**src/rtl/radix_chain_counter_pkg.sv**
```systemverilog
// Shared definitions for the stopwatch counter datapath.
//   DIR_UP / DIR_DOWN : encoding of the dir input
//   DW_DEF            : default bits per digit
//   MMSS_LIMITS       : mm:ss digit limits, digit 0 in the LSBs
//   digit_lim()       : decodes a packed limit field (0 means 2**dw)
package radix_chain_counter_pkg;

  localparam logic DIR_UP   = 1'b0;
  localparam logic DIR_DOWN = 1'b1;

  localparam int unsigned DW_DEF   = 4;
  localparam int unsigned NDIG_DEF = 4;

  localparam logic [15:0] MMSS_LIMITS = {4'd6, 4'd10, 4'd6, 4'd10};

  // A zero field stands for the full 2**dw range of the digit.
  function automatic int unsigned digit_lim(input int unsigned field, input int unsigned dw);
    return (field == 0) ? (32'd1 << dw) : field;
  endfunction

endpackage

```
**src/rtl/radix_chain_counter_digit.sv**
```systemverilog
// lim_updn_digit: combinational modulo-LIM up/down digit cell.
//   d   : current digit value
//   ci  : carry-in (up) / borrow-in (down)
//   dir : 0 = up, 1 = down
//   q   : next digit value
//   co  : carry-out (up) / borrow-out (down)
module lim_updn_digit
  import radix_chain_counter_pkg::*;
#(
  parameter int unsigned LIM = 10,
  parameter int unsigned DW  = 4
) (
  input  logic [DW-1:0] d,
  input  logic          ci,
  input  logic          dir,
  output logic [DW-1:0] q,
  output logic          co
);

  localparam logic [DW:0]   LIM_W = (DW+1)'(LIM);
  localparam logic [DW-1:0] TOP   = DW'(LIM - 1);

  logic [DW-1:0] eff;

  // Out-of-range values wrap to 0 going up and behave as LIM-1 going down.
  always_comb begin
    q   = d;
    co  = 1'b0;
    eff = ({1'b0, d} >= LIM_W) ? TOP : d;
    if (ci) begin
      if (dir == DIR_UP) begin
        if (d >= TOP) begin
          q  = '0;
          co = 1'b1;
        end else begin
          q = d + DW'(1);
        end
      end else begin
        if (eff == '0) begin
          q  = TOP;
          co = 1'b1;
        end else begin
          q = eff - DW'(1);
        end
      end
    end
  end

endmodule

```
**src/rtl/radix_chain_counter.sv**
```systemverilog
// radix_chain_counter: cascaded mixed-radix up/down counter.
//   clk, reset (async, active-high)
//   clear    : sync clear to zero (highest sync priority)
//   load     : sync parallel load of load_val, each digit clamped to LIM-1
//   en, dir  : count tick and direction (0 up, 1 down)
//   count    : registered packed digits, digit 0 in LSBs
//   co       : combinational chain overflow/underflow for this tick
//   tc       : combinational terminal count for the current dir
//   sat      : registered hold-at-terminal flag (WRAP=0 only)
module radix_chain_counter
  import radix_chain_counter_pkg::*;
#(
  parameter int unsigned              NDIG   = NDIG_DEF,
  parameter int unsigned              DW     = DW_DEF,
  parameter logic [NDIG*DW-1:0]       LIMITS = MMSS_LIMITS,
  parameter bit                       WRAP   = 1'b1
) (
  input  logic               clk,
  input  logic               reset,
  input  logic               clear,
  input  logic               en,
  input  logic               dir,
  input  logic               load,
  input  logic [NDIG*DW-1:0] load_val,
  output logic [NDIG*DW-1:0] count,
  output logic               co,
  output logic               tc,
  output logic               sat
);

  localparam int unsigned CW = NDIG * DW;

  if (NDIG < 1 || NDIG > 8) begin : g_bad_ndig
    $error("radix_chain_counter: NDIG=%0d out of range 1..8", NDIG);
  end

  logic [NDIG:0]   chain;
  logic [CW-1:0]   step_val;
  logic [CW-1:0]   clamp_val;
  logic [NDIG-1:0] at_top;
  logic [NDIG-1:0] at_zero;
  logic [CW-1:0]   count_nxt;
  logic            sat_nxt;
  logic            hold_term;

  assign chain[0] = 1'b1;

  // One cell per digit, rippling carry/borrow from digit 0 upward.
  for (genvar i = 0; i < NDIG; i++) begin : g_dig
    localparam int unsigned   LIM = digit_lim(32'(LIMITS[i*DW +: DW]), DW);
    localparam logic [DW-1:0] TOP = DW'(LIM - 1);

    if (LIM < 2 || LIM > (32'd1 << DW)) begin : g_bad_lim
      $error("radix_chain_counter: digit %0d limit %0d out of range", i, LIM);
    end

    lim_updn_digit #(.LIM(LIM), .DW(DW)) u_digit (
      .d   (count[i*DW +: DW]),
      .ci  (chain[i]),
      .dir (dir),
      .q   (step_val[i*DW +: DW]),
      .co  (chain[i+1])
    );

    assign clamp_val[i*DW +: DW] = (load_val[i*DW +: DW] > TOP) ? TOP : load_val[i*DW +: DW];
    assign at_top[i]             = (count[i*DW +: DW] == TOP);
    assign at_zero[i]            = (count[i*DW +: DW] == '0);
  end

  assign tc        = (dir == DIR_DOWN) ? (&at_zero) : (&at_top);
  assign hold_term = !WRAP && tc;
  assign co        = en && !clear && !load && (WRAP ? chain[NDIG] : tc);

  // Priority: clear > load > en step; otherwise hold.
  always_comb begin
    count_nxt = count;
    sat_nxt   = sat;
    if (clear) begin
      count_nxt = '0;
      sat_nxt   = 1'b0;
    end else if (load) begin
      count_nxt = clamp_val;
      sat_nxt   = 1'b0;
    end else if (en) begin
      if (hold_term) begin
        sat_nxt = 1'b1;
      end else begin
        count_nxt = step_val;
        sat_nxt   = 1'b0;
      end
    end
  end

  always_ff @(posedge clk or posedge reset) begin
    if (reset) begin
      count <= '0;
      sat   <= 1'b0;
    end else begin
      count <= count_nxt;
      sat   <= sat_nxt;
    end
  end

endmodule

```
**config.mk**
```make
export PLATFORM = sky130hd
export DESIGN_NAME = radix_chain_counter
export DESIGN_NICKNAME = d
export VERILOG_FILES = /design/src/rtl/radix_chain_counter_pkg.sv /design/src/rtl/radix_chain_counter_digit.sv /design/src/rtl/radix_chain_counter.sv
export SDC_FILE = /design/constraint.sdc
export NUM_CORES = 1
export LEC_CHECK = 0
export BUFFER_PORTS_ARGS = -buffer_cell sky130_fd_sc_hd__buf_2
export CAP_MARGIN = 20
export CORE_MARGIN = 2
export CORE_UTILIZATION = 49
export DETAILED_ROUTE_END_ITERATION = 16
export GPL_TIMING_DRIVEN = 0
export PLACE_DENSITY_LB_ADDON = 0.12
export SYNTH_ARGS = -nofsm -noshare
export SYNTH_HDL_FRONTEND = slang
export SYNTH_HIERARCHICAL = 1
export SYNTH_SLANG_ARGS = --single-unit
```
**constraint.sdc**
```tcl
create_clock -name clk -period 3.9 [get_ports clk]
set_input_delay 0 -clock clk [delete_from_list [all_inputs] [get_ports clk]]
set_output_delay 0 -clock clk [all_outputs]
set_load 0.02 [all_outputs]
```
* Word level (Yosys, flattened, before mapping) *
Cells that the tools add are included.
Widths: inputs -> output; s select.

word-level totals
  register bits = 17
  latch bits = 0
  bits in writable memories = 0
  memory bits (read-only) = 0
  word-level logic and storage cells = 96
  memories = 0

cells by class
  $add $sub $neg = 8
  multiply operators = 0
  divide/modulo/power cells = 0
  $lt $le $gt $ge = 12
  equality and inequality tests = 4
  shifts and indexed selects = 0
  mux-type cells = 45
  bitwise gates (word level) = 0
  reductions and logical operators = 22

operator list
  cell                 number
  $mux 4               23
  $mux 16              3
  $logic_not 4->1      8
  $mux 1               19
  $add 4x1->4 const B  4
  $ge 4x3->1 const B   4
  $ge 4x4->1 const B   4
  $sub 4x1->4 const B  4
  $reduce_bool 3->1    4
  $eq 4x3->1 const B   2
  $eq 4x4->1 const B   2
  $gt 4x3->1 const B   2
  $gt 4x4->1 const B   2
  $reduce_and 4->1     2
  $reduce_and 2->1     3
  $logic_and 1x1->1    3
  $logic_not 1->1      2

* Longest topological paths before layout *
Gate-level depths: netlist of run 1.

  depth in word-level cells = 11
  depth in mapped cells = 17

* By module *
Netlist of run 1, hierarchy kept.

by module, submodules not included
  module                                  instances  cells each  area an instance (um^2)  seq. area each (um^2)
  radix_chain_counter                     1          97          935.9                    400.4
  lim_updn_digit at g_dig[0].u_digit ...  2          42          284.0                    0.0
  lim_updn_digit at g_dig[1].u_digit ...  2          36          250.2                    0.0

* Worst setup path before layout of run 1 *
Ideal clock, no wire load.

  path kind = reg-to-reg
  start = register count[1]
  end = register count[14]
  data arrival time = 3.235 ns
  path slack = 0.523 ns
  stages on the path, launching flop included = 18
  period minus slack after synthesis = 3.377 ns
  path through = dfrtp_1 > clkbuf_1 > inv_1 > ha_1 > or3b_4 > a21oi_4 > a211oi_1 > clkdlybuf4s15_2 > and3_1 > clkbuf_1 > inv_1 > a211oi_1 > clkdlybuf4s15_2 > o41ai_1 > a2bb2oi_1 > nor2_1 > a211oi_1 > a211oi_1

between the ends
  cells in the longest elaborated chain, start to end = 9
  elaborated cells between the ends (all ways) = 11

ends and longest elaborated chain
  item                             line                             RTL
  from (decl)                      radix_chain_counter.sv:25        output logic [NDIG*DW-1:0] count,
  from (signal assigned)           radix_chain_counter.sv:99        count <= count_nxt;
  $ge 4x4->1                       radix_chain_counter_digit.sv:29  eff = ({1'b0, d} >= LIM_W) ? TOP : d;
  $mux 4                           radix_chain_counter_digit.sv:29
  $logic_not 4->1                  radix_chain_counter_digit.sv:39  if (eff == '0) begin
  $mux 1                           radix_chain_counter_digit.sv:39
  $mux 1 (*)                       radix_chain_counter_digit.sv:31  if (dir == DIR_UP) begin
  net chain[1]                     radix_chain_counter.sv:37        logic [NDIG:0] chain;
  $mux 1 (*)                       radix_chain_counter_digit.sv:30  if (ci) begin
  net chain[2]                     radix_chain_counter.sv:37
  $mux 1 (*)                       radix_chain_counter_digit.sv:30
  net chain[3]                     radix_chain_counter.sv:37
  $reduce_bool 3->1 (no line) (*)  --
  $reduce_and 2->1 (no line) (*)   --

Mark *: on every way through the listed nets, which the timed path passes. The rest lies on a longest branch.
A chain may end at the register's enable or synchronous reset.

* Worst setup path in the final report of run 1 *
  start = register count[0]
  end = output co

between the ends
  cells in the longest elaborated chain, start to end = 9
  elaborated cells between the ends (all ways) = 11

ends and longest elaborated chain
  item                   line                             RTL
  $ge 4x4->1             radix_chain_counter_digit.sv:29
  $mux 4                 radix_chain_counter_digit.sv:29
  $logic_not 4->1        radix_chain_counter_digit.sv:39
  $mux 1                 radix_chain_counter_digit.sv:39
  $mux 1 (*)             radix_chain_counter_digit.sv:31
  net chain[1]           radix_chain_counter.sv:37
  $mux 1 (*)             radix_chain_counter_digit.sv:30
  net chain[2]           radix_chain_counter.sv:37
  $mux 1 (*)             radix_chain_counter_digit.sv:30
  net chain[3]           radix_chain_counter.sv:37
  $mux 1 (*)             radix_chain_counter_digit.sv:30
  net chain[4]           radix_chain_counter.sv:37
  $logic_and 1x1->1 (*)  radix_chain_counter.sv:72        assign co = en && !clear && !load && (WRAP ? chain[NDIG] : tc);
  to (decl)              radix_chain_counter.sv:26        output logic co,

Marked as above.

==> out/results.txt, run 1 <==
Worst min path class: input pin to register
Psw: 192 uW
H-tree depth: 1
Max Clock Skew: 0.00334 ns
Setup TNS: 0 ns
Flops & latches, synth: 16
Clock buffer depth: 2
Die height: 68.0 um
Cells after synthesis: 253
Met2 Use GR: 35.1%
CP Launch Type: register
Post-synthesis sequential area ratio: 20.0%
Clock root buffer: clkbuf_8
M3 GR Usage: 2.47%
Die Wd: 68.0 um
Post-synth EDFFs: 0
Biggest register: count
Via/cell ratio: 6.00
Total number of vias: 2057
Largest registers: count: 16 flops
Worst Path Required: 3.90 ns
Pwr/cell area: 226 nW/um^2
Gr ovfl total: 0
Synth warnings: 6
Seq pwr share: 37.9%
Largest net degree at the start of global routing: 33
Post-Syn Nets: 291
Slew @ Worst Pin: 0.652 ns
Post-route setup slack: 0.355 ns
Most common cell after layout, fill and taps aside: buf_2
WL per Instance: 14.8 um
Synth cell types: 44
Starting Density: 50.5%
Final hold vios: 0
Slew headroom: 56.5%
Crit end category: primary output
Antenna cells: 0
Most frequent cells in the layout: buf_2, nor2_1, a211oi_1
Multi-input logic area: 1400 um^2
Gpl congestion: 0.804
Most Crowded Layer GR: met2
Net Sw Frac: 36.8%
Initial antenna violation count: 0
Tmin final: 3.55 ns
Core Rows: 23
Port buffer count: 37
Global-route wire length before repair: 7.94 mm
Total iterations of the first detailed-routing run: 5
Crit-path max FO: 12
Global-route track usage on met1: 33.2%
Vias in the first global route: 1711
Post-route antenna net violation count: 0
Post-place setup slack: 0.120 ns
Int Pwr: 330 uW
Logic pwr share: 38.0%
Crit share post-route: 90.9%
RSZ-0062 raised after global routing: false
Status: finished clean
Top Ports: 41
Layout cells sized above 1: 19.8%
Die footprint: 4620 um^2
Max-capacitance violation count: 0
Largest register FFs: 16
Main synth FF type: dfrtp_1
Final Max Slew Viols: 0
Achievable Freq: 282 MHz
Synth area leader: dfrtp_1
Fillers: 368
Total power: 522 uW
Crit path DAT: 3.55 ns
CTS tree: yes
Clock Pin Slew Worst Setup and Hold Paths: 0.06 ns
Clock power frac: 24.1%
# nets final: 333
GRT Total Usage: 22.1%
Static Leak: 0.00105 uW
HPWL after DPL: 3.61 mm
Async SR Flop Fraction: 100%
Synth Cell Area: 2000 um^2
Num CTS Buffers: 3
Core Area: 3970 um^2
CTS Sinks: 16
Final routed DRC violation total: 0
Clock latency at the later pin of the worst-skew pair: 0.25 ns
Critical path class: register to primary output
Final WL: 5.09 mm
Maximum VDD drop: 225 uV
Final setup violating endpoints: 0
Syn Area/Cell: 7.92 um^2
Area Growth Syn to Fin: 15.2%
Synth area leaders: dfrtp_1, ha_1, a211oi_1, mux2i_1, nor2_1
Reg area: 403 um^2
DR iter-0 viols: 141
Post-synth top area share: 20.0%
## worst max-delay path, cell delays in order, from the launching register on
cell and delay (ns):
dfrtp_2 0.49, inv_1 0.12, ha_1 0.20, or3b_4 0.23, a21oi_4 0.07, a211oi_1 0.25, clkdlybuf4s15_2 0.31, and3_1 0.37
inv_1 0.12, a211oi_1 0.21, clkdlybuf4s15_2 0.32, and3_1 0.17, nand2_1 0.05, nor3_1 0.17, buf_2 0.20
## cell type report
cell class | instances | share of cell area, %
Buffer | 18 | 5.80
Timing Repair Buffer | 39 | 8.89
Tap cell | 50 | 2.71
Clock buffer | 3 | 1.79
Multi-Input combinational cell | 200 | 60.6
Inverter | 17 | 2.76
Sequential cell | 16 | 17.5
## timing repair
item,CTS,global route
hold buffers,2,0
endpoints found under the setup margin,1,5
endpoints found under the hold margin,17,0
buffers inserted,0,0
resized for setup,0,2
pin swaps,0,0
## Yosys cell counts, types with 6 or more instances
cell,n
nor2_1,24
a211oi_1,18
inv_1,17
dfrtp_1,16
ha_1,16
mux2i_1,12
nand2_1,12
o21ai_0,12
nor3_1,10
clkbuf_1,8
o211ai_1,8
nand3_1,7
a2bb2oi_1,6
and3_1,6
buf_6,6
## through the flow
stage               instances  util [%]  area, um^2  hold slack, ns
finish                    343      58.1        2310         0.00756
global route              343      58.1        2310          0.0104
CTS                       344      58.2        2310         0.00483
detailed placement        340      56.7        2250           0.125
global placement          340      56.7        2250           0.110
floorplan                 253         -        2000         -0.0863
## cells by family after synthesis
family                     synth area share [%]
AOI/OAI and AO/OA                          26.6
adders and majority gates                  9.99
buffers and inverters                      10.2
DFF                                        20.0
muxes                                      5.99
other                                     0.375
and+or+nand+nor                            26.8
## metal layers
metal,routed length (um),up-vias,share of wire [%]
li1,-,1020,-
met3,238,0,4.7
met1,2510,973,49
met5,0,-,0
met2,2340,64,46
met4,0,0,0
## path summary, 6_finish.rpt
kind | from | end | slack (ns) | depth (start not counted)
worst max-delay path | count[0]$_DFFE_PP0P_ | co | 0.35 | 14
worst min-delay path | load_val[0] | count[0]$_DFFE_PP0P_ | 0.008 | 3
worst max register to register | count[0]$_DFFE_PP0P_ | count[14]$_DFFE_PP0P_ | 0.43 | 15
worst min register to register | count[10]$_DFFE_PP0P_ | count[10]$_DFFE_PP0P_ | 0.74 | 3
max in group asynchronous | reset | count[0]$_DFFE_PP0P_ | 3.05 | 3
min in group asynchronous | reset | count[6]$_DFFE_PP0P_ | 0.39 | 3
## power groups by stage
stage                     combinational, uW  clock, uW  sequential, uW
after floorplan                         134          0             205
after global placement                  197          0             199
after detailed placement                197          0             199
after CTS                               198        128             197
after global routing                    220        130             200
final                                   198        126             198
Power figures use the tool's default switching activity.
==> inputs of run 2 (changes only) <==
--- a/config.mk
+++ b/config.mk
@@ -8,7 +8,8 @@
 export BUFFER_PORTS_ARGS = -buffer_cell sky130_fd_sc_hd__buf_2
 export CAP_MARGIN = 20
 export CORE_MARGIN = 2
-export CORE_UTILIZATION = 49
+export CORE_UTILIZATION = 44
+export CTS_BUF_LIST = sky130_fd_sc_hd__clkbuf_8
 export DETAILED_ROUTE_END_ITERATION = 16
 export GPL_TIMING_DRIVEN = 0
 export PLACE_DENSITY_LB_ADDON = 0.12
==> out/results.txt, run 2 (synthesis gave the netlist of run 1 again) <==
Status: finished clean
Beginning of the worst hold path: load_val[1]
WL per Instance: 14.7 um
Post-route setup slack: 0.386 ns
Top Ports: 41
Most frequent cells in the layout: buf_2, nor2_1, a211oi_1
Clock buffer depth: 2
Tmin final: 3.51 ns
Post-place setup slack: 0.0917 ns
Static Leak: 0.00106 uW
Largest net degree at the start of global routing: 33
Die Wd: 71.5 um
CTS tree: yes
Worst min path class: input pin to register
Core Rows: 24
Worst setup path startpoint: count[1]$_DFFE_PP0P_
Vias in the first global route: 1792
GRT Total Usage: 20.2%
Final Max Slew Viols: 0
Clock root buffer: clkbuf_8
Core Area: 4380 um^2
Crit end category: primary output
Crit path DAT: 3.51 ns
Post-route antenna net violation count: 0
Critical path class: register to primary output
Layout cells sized above 1: 20.1%
Final routed DRC violation total: 0
Setup TNS: 0 ns
Critical R2R Launch: count[1]$_DFFE_PP0P_
Final setup violating endpoints: 0
Worst-path cell chain: clkbuf_2 -> inv_1 -> ha_1 -> or3b_4 -> a21oi_4 -> a211oi_1 -> clkdlybuf4s15_2 -> and3_2 -> inv_1 -> a211oi_1 -> clkdlybuf4s15_2 -> and3_1 -> nand2_1 -> nor3_1 -> buf_2
Slew @ Worst Pin: 0.632 ns
Maximum VDD drop: 167 uV
Post-CTS Setup Inserts: 0
Total power: 519 uW
Slowest Stage Delay on Critical Path: 0.44 ns
Clock Pin Slew Worst Setup and Hold Paths: 0.06 ns
Final hold vios: 0
Max-capacitance violation count: 0
Slew headroom: 57.8%
Port buffer count: 37
Final hold slack: 0.00478 ns
Biggest register: count
CP Launch Type: register
Antenna cells: 0
Die height: 71.5 um
Num CTS Buffers: 3
Area Growth Syn to Fin: 15.0%
RSZ-0062 raised after global routing: false
Total iterations of the first detailed-routing run: 4
Gr ovfl total: 0
Gpl congestion: 0.790
Largest registers: count: 16 flops
Pwr/cell area: 225 nW/um^2
H-tree depth: 1
Max Clock Skew: 0.00195 ns
Achievable Freq: 285 MHz
CTS Sinks: 16
Most common cell after layout, fill and taps aside: buf_2
Crit-path max FO: 9
Total number of vias: 1991
Worst R2R Setup Slack: 0.39 ns
Crit share post-route: 90.1%
# nets final: 333
Starting Density: 45.7%
HPWL after DPL: 3.64 mm
Clock latency at the later pin of the worst-skew pair: 0.25 ns
DR iter-0 viols: 174
Via/cell ratio: 5.77
Die footprint: 5110 um^2
Final WL: 5.08 mm
Worst Path Required: 3.90 ns
Slowest stage cell, crit path: dfrtp_1
Largest register FFs: 16
Global-route wire length before repair: 8.58 mm
Initial antenna violation count: 0
## run 2: cell count changes in the layout (fill, tap and decap cells not counted), sizes merged
| cell | delta |
|---|---|
| clkbuf | +1 |
| dlygate4sd3 | -1 |
## run 2: routing by layer
layer,GRT usage [%],share of wire (%),up-vias,wire (um)
met5,0,0,-,0
met4,1.26,0.16,0,8
met3,3.94,4.9,3,248
met2,31.8,43,45,2170
met1,29.9,52,928,2660
li1,-,-,1015,-
## run 2: where the power goes
group          leakage [uW]  internal (uW)  switching [uW]  total (uW)
Combinational      0.000823           85.9             113         199
Clock             0.0000216           68.5            54.0         123
Sequential         0.000211            175            21.3         197
Total               0.00106            330             189         519
## run 2: metrics by stage
step | utilization (%) | std cells | cell area, um^2
after global placement | 51.4 | 342 | 2250
after CTS | 52.6 | 346 | 2310
after global routing | 52.6 | 345 | 2310
after detailed placement | 51.4 | 342 | 2250
after floorplan | - | 253 | 2000
final | 52.6 | 345 | 2310
## run 2: final timing paths
path	to	cells past startpoint
min in group asynchronous	count[2]$_DFFE_PP0P_	3
worst min-delay path	count[1]$_DFFE_PP0P_	3
worst max register to register	count[14]$_DFFE_PP0P_	16
worst min register to register	count[2]$_DFFE_PP0P_	3
worst max-delay path	co	15
max in group asynchronous	count[0]$_DFFE_PP0P_	3
## run 2: timing repair
action                                 CTS  global route
endpoints found under the hold margin   16             0
gates resized for setup                  0             4
hold buffers                             1             0
setup endpoints to repair                0             5
## run 2: cell type report
type | count | area, um^2
fillers | 428 | 2080
multi-input cells | 200 | 1400
flip-flops and latches | 16 | 402
repair buffers | 38 | 195
plain buffers | 19 | 139
well taps | 52 | 65.1
inverters | 17 | 63.8
clock buffers | 3 | 41.3
## run 2: critical path: cells and delay by family, from the launching register on
kind	cells	cell delay (ns)
buf+inv	6	1.26
simple gates	5	0.90
fa+ha+maj	1	0.17
compound gates	3	0.49
flops	1	0.44
==> inputs of run 3 (changes only) <==
--- a/config.mk
+++ b/config.mk
@@ -7,8 +7,10 @@
 export LEC_CHECK = 0
 export BUFFER_PORTS_ARGS = -buffer_cell sky130_fd_sc_hd__buf_2
 export CAP_MARGIN = 20
+export CELL_PAD_IN_SITES_DETAIL_PLACEMENT = 1
+export CELL_PAD_IN_SITES_GLOBAL_PLACEMENT = 1
 export CORE_MARGIN = 2
-export CORE_UTILIZATION = 44
+export CORE_UTILIZATION = 42
 export CTS_BUF_LIST = sky130_fd_sc_hd__clkbuf_8
 export DETAILED_ROUTE_END_ITERATION = 16
 export GPL_TIMING_DRIVEN = 0
==> out/results.txt, run 3 (synthesis gave the netlist of run 1 again) <==
Status: finished clean
Most common cell after layout, fill and taps aside: buf_2
Via/cell ratio: 5.95
Largest register FFs: 16
CTS tree: yes
Crit path DAT: 3.56 ns
Clock root buffer: clkbuf_8
Final hold vios: 0
Critical path class: register to primary output
Area Growth Syn to Fin: 15.3%
Total number of vias: 2063
Die height: 73.1 um
Multi-input logic area: 1400 um^2
Layout cells sized above 1: 20.1%
Largest net degree at the start of global routing: 33
Clock Pin Slew Worst Setup and Hold Paths: 0.06 ns
Global-route wire length before repair: 9.93 mm
DR iter-0 viols: 92
Clock latency at the later pin of the worst-skew pair: 0.24 ns
Achievable Freq: 281 MHz
Total iterations of the first detailed-routing run: 4
Static Leak: 0.00105 uW
CTS Sinks: 16
Num CTS Buffers: 3
Max-capacitance violation count: 0
Initial antenna violation count: 0
Tmin final: 3.56 ns
Top Ports: 41
# nets final: 333
Share of the core filled with cells: 49.6%
Reg area: 402 um^2
Final setup violating endpoints: 0
Final routed DRC violation total: 0
Core Area: 4660 um^2
Fillers: 610
Crit share post-route: 91.3%
Placed cell areas: 2260 um^2
Worst min path class: input pin to register
Slew headroom: 56.4%
Starting Density: 43.0%
Final Max Slew Viols: 0
Max Clock Skew: 0.000512 ns
Final WL: 5.94 mm
Crit end category: primary output
WL per Instance: 17.1 um
Maximum VDD drop: 261 uV
Largest registers: count: 16 flops
Vias in the first global route: 2012
Final Instance Area: 2310 um^2
GRT Total Usage: 23.1%
Die Wd: 73.1 um
Pwr/cell area: 227 nW/um^2
Post-route antenna net violation count: 0
Crit-path max FO: 9
Slew @ Worst Pin: 0.654 ns
H-tree depth: 1
Most frequent cells in the layout: buf_2, nor2_1, a211oi_1
Clock buffer depth: 2
CP Launch Type: register
Biggest register: count
Gr ovfl total: 0
Antenna cells: 0
Core Rows: 25
Worst Path Required: 3.90 ns
Port buffer count: 37
HPWL after DPL: 4.27 mm
Die footprint: 5340 um^2
Gpl congestion: 0.761
Setup TNS: 0 ns
==> run 3: cell count changes in the layout (fill, tap and decap cells not counted), sizes merged <==
| cell | previous run | this run |
|---|---|---|
| clkdlybuf4s15 | 2 | 1 |
| clkdlybuf4s18 | 0 | 1 |
==> run 3: worst max-delay path, stage by stage (launching register included) <==
cell and delay (ns):
dfrtp_1 0.45, clkbuf_2 0.24, inv_1 0.09, ha_1 0.18
or3b_4 0.24, a21oi_4 0.07, a211oi_1 0.24, clkdlybuf4s15_2 0.33
and3_4 0.28, inv_1 0.08, a211oi_1 0.19, clkdlybuf4s18_2 0.34
and3_1 0.18, nand2_1 0.05, nor3_1 0.16, buf_2 0.20
==> run 3: area by class of cell <==
type / count / area share (%)
Sequential cell: 16 / 17.4
Clock buffer: 3 / 1.79
Inverter: 17 / 2.76
Buffer: 19 / 5.96
Timing Repair Buffer: 38 / 8.45
Tap cell: 54 / 2.92
Multi-Input combinational cell: 200 / 60.7
==> run 3: final timing paths <==
check | from | cells past startpoint | endpoint | slack (ns)
max in group asynchronous | reset | 3 | count[0]$_DFFE_PP0P_ | 3.06
min in group asynchronous | reset | 3 | count[1]$_DFFE_PP0P_ | 0.39
worst max register to register | count[1]$_DFFE_PP0P_ | 15 | count[15]$_DFFE_PP0P_ | 0.39
worst min-delay path | load_val[9] | 3 | count[9]$_DFFE_PP0P_ | 0.02
worst min register to register | count[2]$_DFFE_PP0P_ | 3 | count[2]$_DFFE_PP0P_ | 0.76
worst max-delay path | count[1]$_DFFE_PP0P_ | 15 | co | 0.34
==> run 3: metal layers <==
metal	up-vias	global-route usage, %	wire length, um	share of wire, %
li1	1013	-	-	-
met2	44	38.2	2750	46
met3	2	3.45	209	3.5
met5	-	0	0	0
met4	0	1.65	28	0.47
met1	1004	33.1	2950	50
==> run 3: where the power goes <==
part           internal (uW)  switching [uW]  total, uW
registers                175            22.4        198
logic                   86.6             119        205
clock network           68.4            54.0        122
total                    330             195        525
==> run 3: stage by stage <==
step                      hold WS, ns  total power (uW)  worst slack [ns]  cells
after CTS                      0.0174               526             0.106    347
after global placement          0.103               399            0.0701    344
after detailed placement        0.112               404           -0.0245    344
final                          0.0173               525             0.338    347
after global routing           0.0269               562         -0.000537    347
after floorplan               -0.0863               339             0.523    253
==> run 3: repair_timing <==
| item | 4_1_cts | 5_1_grt |
|---|---|---|
| buffers inserted | 0 | 0 |
| setup endpoints to repair | 4 | 5 |
| cloned | 0 | 0 |
| resized for setup | 1 | 5 |
| endpoints found under the hold margin | 16 | 0 |
| hold buffers | 1 | 0 |
